File: src/rtl/buffer_pkg.sv
// Shared word format for the channel buffers, the 4-input buffer mux and the memory stage.
package buffer_pkg;

  localparam int WORD_W    = 35;
  localparam int VALID_BIT = 34;
  localparam int PAYLOAD_W = 34;

  typedef logic [WORD_W-1:0] word_t;

  // Encoding matches {pop, accept} so the operation can be formed by a cast.
  typedef enum logic [1:0] {
    OP_IDLE  = 2'b00,
    OP_WRITE = 2'b01,
    OP_POP   = 2'b10,
    OP_BOTH  = 2'b11
  } fifo_op_e;

  function automatic logic is_valid(word_t w);
    return w[VALID_BIT];
  endfunction

endpackage

File: src/rtl/channel_buffer_if.sv
// Producer/mux-facing signal bundle of one channel_buffer.
// CHANNEL_BUFFER_OVERFLOW_EN adds the overflow and drop_count status signals.
interface channel_buffer_if #(
  parameter int DEPTH = 4,
  parameter int WIDTH = buffer_pkg::WORD_W
);

  logic [WIDTH-1:0]        wr_data;
  logic                    full;
  logic [WIDTH-1:0]        out_data;
  logic                    mux_ready;
  logic [$clog2(DEPTH):0]  count;
`ifdef CHANNEL_BUFFER_OVERFLOW_EN
  logic                    overflow;
  logic [7:0]              drop_count;

  modport master (
    output wr_data, mux_ready,
    input  full, out_data, count, overflow, drop_count
  );

  modport slave (
    input  wr_data, mux_ready,
    output full, out_data, count, overflow, drop_count
  );
`else
  modport master (
    output wr_data, mux_ready,
    input  full, out_data, count
  );

  modport slave (
    input  wr_data, mux_ready,
    output full, out_data, count
  );
`endif

endinterface

File: src/rtl/channel_buffer_ram.sv
// DEPTH x WIDTH register array: one synchronous write port, one asynchronous read port.
module channel_buffer_ram #(
  parameter int DEPTH = 4,
  parameter int WIDTH = 35
) (
  input  logic                     clk,
  input  logic                     we,
  input  logic [$clog2(DEPTH)-1:0] waddr,
  input  logic [WIDTH-1:0]         wdata,
  input  logic [$clog2(DEPTH)-1:0] raddr,
  output logic [WIDTH-1:0]         rdata
);

  logic [WIDTH-1:0] mem [DEPTH];

  always_ff @(posedge clk) begin
    if (we) begin
      mem[waddr] <= wdata;
    end
  end

  assign rdata = mem[raddr];

endmodule

File: src/rtl/channel_buffer.sv
// Show-ahead per-channel FIFO feeding one input of the buffer mux.
// CHANNEL_BUFFER_OVERFLOW_EN adds sticky overflow and a saturating drop counter.
module channel_buffer
  import buffer_pkg::*;
#(
  parameter int DEPTH = 4,
  parameter int WIDTH = WORD_W
) (
  input  logic           clk,
  input  logic           reset,
  channel_buffer_if.slave bus
);

  localparam int PTR_W = $clog2(DEPTH);
  localparam int CNT_W = PTR_W + 1;

  logic [PTR_W-1:0] wr_ptr;
  logic [PTR_W-1:0] rd_ptr;
  logic [CNT_W-1:0] cnt_q;
  logic [CNT_W-1:0] cnt_d;
  logic             full_q;
  logic [WIDTH-1:0] rd_word;
  logic             wr_req;
  logic             accept;
  logic             pop;
  logic             not_empty;
  fifo_op_e         op;

  assign not_empty = (cnt_q != '0);
  assign wr_req    = bus.wr_data[WIDTH-1];
  // full is the registered flag, so a pop in the same cycle never frees room for the write.
  assign accept    = wr_req && !full_q;
  assign pop       = not_empty && bus.mux_ready;
  assign op        = fifo_op_e'({pop, accept});

  always_comb begin
    cnt_d = cnt_q;
    unique case (op)
      OP_WRITE: cnt_d = cnt_q + CNT_W'(1);
      OP_POP:   cnt_d = cnt_q - CNT_W'(1);
      default:  cnt_d = cnt_q;
    endcase
  end

  always_ff @(posedge clk) begin
    if (reset) begin
      wr_ptr <= '0;
      rd_ptr <= '0;
      cnt_q  <= '0;
      full_q <= 1'b0;
    end else begin
      if (accept) begin
        wr_ptr <= wr_ptr + PTR_W'(1);
      end
      if (pop) begin
        rd_ptr <= rd_ptr + PTR_W'(1);
      end
      cnt_q  <= cnt_d;
      full_q <= (cnt_d == CNT_W'(DEPTH));
    end
  end

  channel_buffer_ram #(
    .DEPTH (DEPTH),
    .WIDTH (WIDTH)
  ) u_ram (
    .clk   (clk),
    .we    (accept && !reset),
    .waddr (wr_ptr),
    .wdata (bus.wr_data),
    .raddr (rd_ptr),
    .rdata (rd_word)
  );

  assign bus.out_data = not_empty ? rd_word : '0;
  assign bus.full     = full_q;
  assign bus.count    = cnt_q;

`ifdef CHANNEL_BUFFER_OVERFLOW_EN
  logic       overflow_q;
  logic [7:0] drop_cnt_q;
  logic       drop;

  assign drop = wr_req && full_q;

  always_ff @(posedge clk) begin
    if (reset) begin
      overflow_q <= 1'b0;
      drop_cnt_q <= '0;
    end else if (drop) begin
      overflow_q <= 1'b1;
      if (drop_cnt_q != '1) begin
        drop_cnt_q <= drop_cnt_q + 8'd1;
      end
    end
  end

  assign bus.overflow   = overflow_q;
  assign bus.drop_count = drop_cnt_q;
`endif

endmodule

File: src/flat_wrapper.sv
// flat-port wrapper written by rule: the top's interface ports become plain ports
module channel_buffer_flat import buffer_pkg::*;
#(
  parameter int DEPTH = 4,
  parameter int WIDTH = WORD_W
)
  (clk, reset, bus_wr_data, bus_mux_ready, bus_full, bus_out_data, bus_count);
  channel_buffer_if #(.DEPTH(DEPTH), .WIDTH(WIDTH)) bus_i ();
  input  logic clk;
  input  logic reset;
  input wire logic [$bits(bus_i.wr_data)-1:0] bus_wr_data;
  input wire logic [$bits(bus_i.mux_ready)-1:0] bus_mux_ready;
  output wire logic [$bits(bus_i.full)-1:0] bus_full;
  output wire logic [$bits(bus_i.out_data)-1:0] bus_out_data;
  output wire logic [$bits(bus_i.count)-1:0] bus_count;
  assign bus_i.wr_data = bus_wr_data;
  assign bus_i.mux_ready = bus_mux_ready;
  assign bus_full = bus_i.full;
  assign bus_out_data = bus_i.out_data;
  assign bus_count = bus_i.count;
  channel_buffer #(.DEPTH(DEPTH), .WIDTH(WIDTH)) u_core (.clk(clk), .reset(reset), .bus(bus_i));
endmodule
File: config.mk
export PLATFORM = sky130hd
export DESIGN_NAME = channel_buffer_flat
export DESIGN_NICKNAME = d
export VERILOG_FILES = /design/src/rtl/buffer_pkg.sv /design/src/rtl/channel_buffer_if.sv /design/src/rtl/channel_buffer_ram.sv /design/src/rtl/channel_buffer.sv /design/src/flat_wrapper.sv
export SDC_FILE = /design/constraint.sdc
export NUM_CORES = 1
export LEC_CHECK = 0
export CAP_MARGIN = 40
export CORE_AREA = 2 2 98 147
export CTS_CLUSTER_DIAMETER = 30
export DETAILED_ROUTE_END_ITERATION = 12
export DIE_AREA = 0 0 100 149
export MAX_ROUTING_LAYER = met4
export PLACE_DENSITY = 0.67
export SKIP_CTS_REPAIR_TIMING = 1
export SYNTH_ARGS = -nofsm -noshare
export SYNTH_HDL_FRONTEND = slang
export SYNTH_SLANG_ARGS = --single-unit
File: constraint.sdc
create_clock -name clk -period 4.2 [get_ports clk]
set_clock_uncertainty 0.1 [all_clocks]
set_input_delay 1.05 -clock clk [delete_from_list [all_inputs] [get_ports clk]]
set_output_delay 1.05 -clock clk [all_outputs]
set_load 0.02 [all_outputs]
After elaboration in Yosys (flattened, before gate mapping):

Memory sizes are Yosys's and may differ from the RTL's. A register that Yosys moved wholly into a read port is not among the register bits.
Index checks and enable logic that the tools add are counted.

* flip-flop bits (word level): 8
* RAM bits: 140
* bits of input ports: 38
* output and inout port bits: 39
* memories kept: 1

* add/sub/neg operators: 4
* eq/ne operators: 3
* muxes and demuxes: 6
* reductions and logical operators: 6

Memory list
* u_core.u_ram.mem: depth 4, width 35, read ports 1, clocked after Yosys merged registers in 1, wr ports 1, line channel_buffer_ram.sv:14 `logic [WIDTH-1:0] mem [DEPTH];`

Operators by type and width (count)
* 35-bit 2-to-1 mux: 1
* 3-bit one-hot mux with 2 select lines: 1
* 2-bit by 1-bit adder with 2-bit output, second input constant: 2
* 2-bit 2-to-1 mux: 2
* 3-bit by 1-bit adder with 3-bit output, second input constant: 1
* 3-bit equality test, second input constant: 1
* 1-bit logical AND: 3
* 3-bit nonzero test: 1
* 3-bit by 1-bit subtractor with 3-bit output, second input constant: 1
* 2-bit by 1-bit equality test with 1-bit output, second input constant: 1
* 2-bit equality test, second input constant: 1
* 1-bit zero test: 2
* 1-bit 2-to-1 mux: 2

Logic depth before layout (Yosys ltp):

* word-level depth: 5
* depth in mapped cells: 8
* mapped depth without buffers: 8

Cells and area by module:

Synthesis repeated with hierarchy kept, for this count alone.

* cells, all modules: 268
* area total of the unflattened synthesis: 5761.8 µm²

By module, submodules not included
* channel_buffer_ram: times used 1, cells an instance 187, area an instance 5133.7 µm², sequential area each 4204.0 µm²
* channel_buffer: times used 1, cells an instance 81, area an instance 628.1 µm², sequential area each 160.2 µm²

Least setup slack after synthesis:

Ideal clock, no wire load.

* kind: input to register
* start point: in bus_wr_data[34]
* end point: mem u_core.u_ram.mem[0][0] (enable)
* arrival: 2.376 ns
* required time: 3.704 ns
* path slack: 1.329 ns
* stages: 4
* path through: nor2b_1 -> inv_1 -> nor2_1 -> and2_1

* longest elaborated chain between the ends: 4

Ends and longest elaborated chain
* start: declaration: line flat_wrapper.sv:11 `input wire logic [$bits(bus_i.wr_data)-1:0] bus_wr_data;`
* 1-bit logical AND: line channel_buffer.sv:32 `assign accept = wr_req && !full_q;`
* 1-bit logical AND: line channel_buffer.sv:68 `.we (accept && !reset),`
* 1-bit 2-to-1 mux: line channel_buffer_ram.sv:17 `if (we) begin`
* 1-bit 2-to-1 mux (implied by the code): line channel_buffer_ram.sv:18 `mem[waddr] <= wdata;`
* end: declaration: line channel_buffer_ram.sv:14

No other way between the ends.

==> results.tsv <==
stage	metric	value	unit
run_status	status	finished, final reports clean	
clock_network	cts_inserted_buffers	17	
yosys	syn_inst	278	
power	combPwrFrac	0.320	
sta	clock.fmax	0.272	GHz
flow_run	drv_cap	0	
floorplan	die_w	100	um
global_routing	antenna_found_initial	0	
clock_network	htree_levels	4	
route	drcViolationCount	0	
global_routing	grt_pass1_vias	3037	
min_path	hold_depth	2	
worst_setup_path	required	3050	ps
power	p_leak	0.00243	uW
route	via_per_inst	5.15	
power	irDropWorstVdd	0.347	mV
route	drt_pass1_iterations	4	
worst_setup_path	r2r_cells	8	
yosys	ys_seq_area_frac	0.751	
layout	drive_gt1_frac	0.188	
layout	diodes	0	
floorplan	initial_core_util	0.425	
route	num_vias	2817	
route	wirelength	10400	um
worst_setup_path	rr_endpoint	u_core.bus.full	
worst_setup_path	worstPathArrival	2530	ps
sta	setup_viol	0	
worst_setup_path	worstSetupEndpointType	output port	
worst_setup_path	cp_max_fo	29	
layout	final_common_cell	edfxtp_1	
sta	min_period	3680	ps
clock_network	clockBufferDepth	2	
floorplan	die_area	14900	um2
sta	tns	0	ps
min_path	hp-start	u_core.wr_ptr[1]	
power	power_frac_seq	0.377	
placement	globalplace.congestion	0.778	
layout	final_cell_mix	140 x edfxtp_1, 76 x clkdlybuf4s50_1, 30 x mux4_2	
global_routing	grt_usage	0.157	
placement	detailed_place_hpwl	6650	um
clock_network	cts_sinks	150	
power	power_frac_clock	0.303	
floorplan	num_rows	53	
global_routing	grt_max_degree	38	
layout	area_growth	26.2	%
floorplan	dieHeight	149	um
global_routing	grt_pass1_wl	16300	um
yosys	syn-cell-area	5870	um2
sta	grt_setup_unrepaired	no	
yosys	synth.area.top_cells	edfxtp_1 72%, mux4_2 12%, dfxtp_1 3.4%	
yosys	avgSynthCellArea	21.1	um2
clock_network	path_clk_slew	60	ps
yosys	syn_nets	322	
floorplan	core	13800	um2
floorplan	pin_count	77	
yosys	synth_cell_types	30	
sta	finalCritPeriodShare	0.876	
clock_network	cts_tree	done	
route	wl_per_cell	19.0	um
placement	portBuffers	76	
yosys	ys_ff_latch	150	
sta	slew_headroom	0.501	
route	ant_nets	0	
sta	finalHoldViolCount	0	
power	switching_share	0.280	
layout	fin_util	0.537	
layout	nets	413	
min_path	holdPathEnd	u_core.wr_ptr[1]	
sta	fin_hold_ws	398	ps
yosys	synth_top_area_cell	edfxtp_1	
min_path	min_path_type	reg2reg	
worst_setup_path	worstSetupPathType	reg2out	
power	p_int	3460	uW
clock_network	worstSkewPairLatency	410	ps
route	drtIter0Drc	96	
power	switchingPower	1350	uW
sta	worst_pin_slew	748	ps
global_routing	overflow	0	
sta	slew_violations	0	
clock_network	cts_root_buf	clkbuf_16	
worst_setup_path	r2r_start	u_core.bus.count[0]	
yosys	yosysTopAreaCellShare	0.717	
yosys	yosys_warnings	0	
power	powerDensity	649	nW/um2
worst_setup_path	reg2reg_slack	1970	ps
worst_setup_path	worst_setup_path_start_kind	register	
[synthesized netlist by cell type]
cell type  number
and2b_1        10
clkbuf_2        1
buf_2           3
ha_1            5
nor3_4          1
buf_12          3
xor2_1          2
mux4_2         30
edfxtp_1      140
fa_1            1
nor3_1          1
clkbuf_1        4
o31ai_1         1
dfxtp_1        10
nor2b_1        28
nor2_1          5
inv_1           8
mux4_1          5
or3_1           1
and2_1          4
buf_6           1
o21ba_2         1
nand2_1         3
o21ai_0         1
mux2i_1         1
or2_2           1
a21oi_1         3
xnor2_1         2
nand2b_1        1
nor4b_1         1
[final cells by class]
| class | instances | area (um2) |
|---|---|---|
| Clock inverter | 13 | 138 |
| Sequential cell | 150 | 4410 |
| Multi-Input combinational cell | 108 | 1330 |
| Clock buffer | 19 | 433 |
| Tap cell | 165 | 206 |
| Timing Repair Buffer | 84 | 858 |
| Fill cell | 1101 | 6390 |
| Inverter | 8 | 30.0 |
[logic make-up (layout without fill, tap and decap cells)]
kind of cell    after synthesis  in the layout  synth area share
simple gates                 56             56            0.0604
fa+ha+maj                     6              6            0.0141
xor+xnor                      4              4           0.00597
compound gates                6              6           0.00640
mux                          36             36             0.139
flops                       150            150             0.751
buf+inv                      20            124            0.0232
[critical path: stages (launching register included)]
cell and delay [ps]:
dfxtp_2 810, buf_4 300, mux4_2 300, and2b_1 170
clkdlybuf4s50_1 530
[per-stage QoR]
step	total power [uW]	cells	setup WS, ps	area, um2
detailed placement	3410	515	745	6830
global placement	3390	515	782	6830
CTS	4870	547	456	7400
global route	5020	547	371	7400
floorplan	2830	278	1330	5870
finish	4800	547	520	7400
[sequential cells by signal, indices dropped and copies added (netlist names), named ones only]
| signal | cells |
|---|---|
| u_core.bus.full | 1 |
| u_core.u_ram.mem | 140 |
| u_core.bus.count | 3 |
| u_core.wr_ptr | 2 |
| u_core.rd_ptr | 2 |
[worst max-delay path by stage]
stage / start / to / slack [ps] / cells past startpoint
global route: register / bus_out_data[8] / 370 / 4
floorplan: bus_wr_data[34] / u_core.u_ram.mem[0][0] / 1330 / 4
global placement: bus_wr_data[34] / u_core.u_ram.mem[0][20] / 780 / 6
CTS: register / bus_out_data[8] / 460 / 4
finish: register / bus_out_data[8] / 520 / 4
detailed placement: bus_wr_data[34] / u_core.u_ram.mem[0][20] / 750 / 6
[per-layer routing]
layer | vias to the layer above | track usage | part of all wire | routed length, um
met3 | 15 | 0.0450 | 0.036 | 376
met5 | - | - | 0 | 0
met2 | 58 | 0.278 | 0.58 | 6000
li1 | 1283 | - | - | -
met1 | 1461 | 0.165 | 0.37 | 3890
met4 | 0 | 0.0555 | 0.013 | 138
[power groups by stage]
| stage | Sequential [uW] | Clock [uW] | Combinational, uW |
|---|---|---|---|
| 6_report | 1810 | 1460 | 1530 |
| 5_1_grt | 1830 | 1540 | 1650 |
| 4_1_cts | 1810 | 1480 | 1570 |
| 3_5_place_dp | 1840 | 0 | 1560 |
| 3_3_place_gp | 1840 | 0 | 1550 |
| 2_1_floorplan | 1830 | 0 | 1000 |
Power figures use the tool's default switching activity.
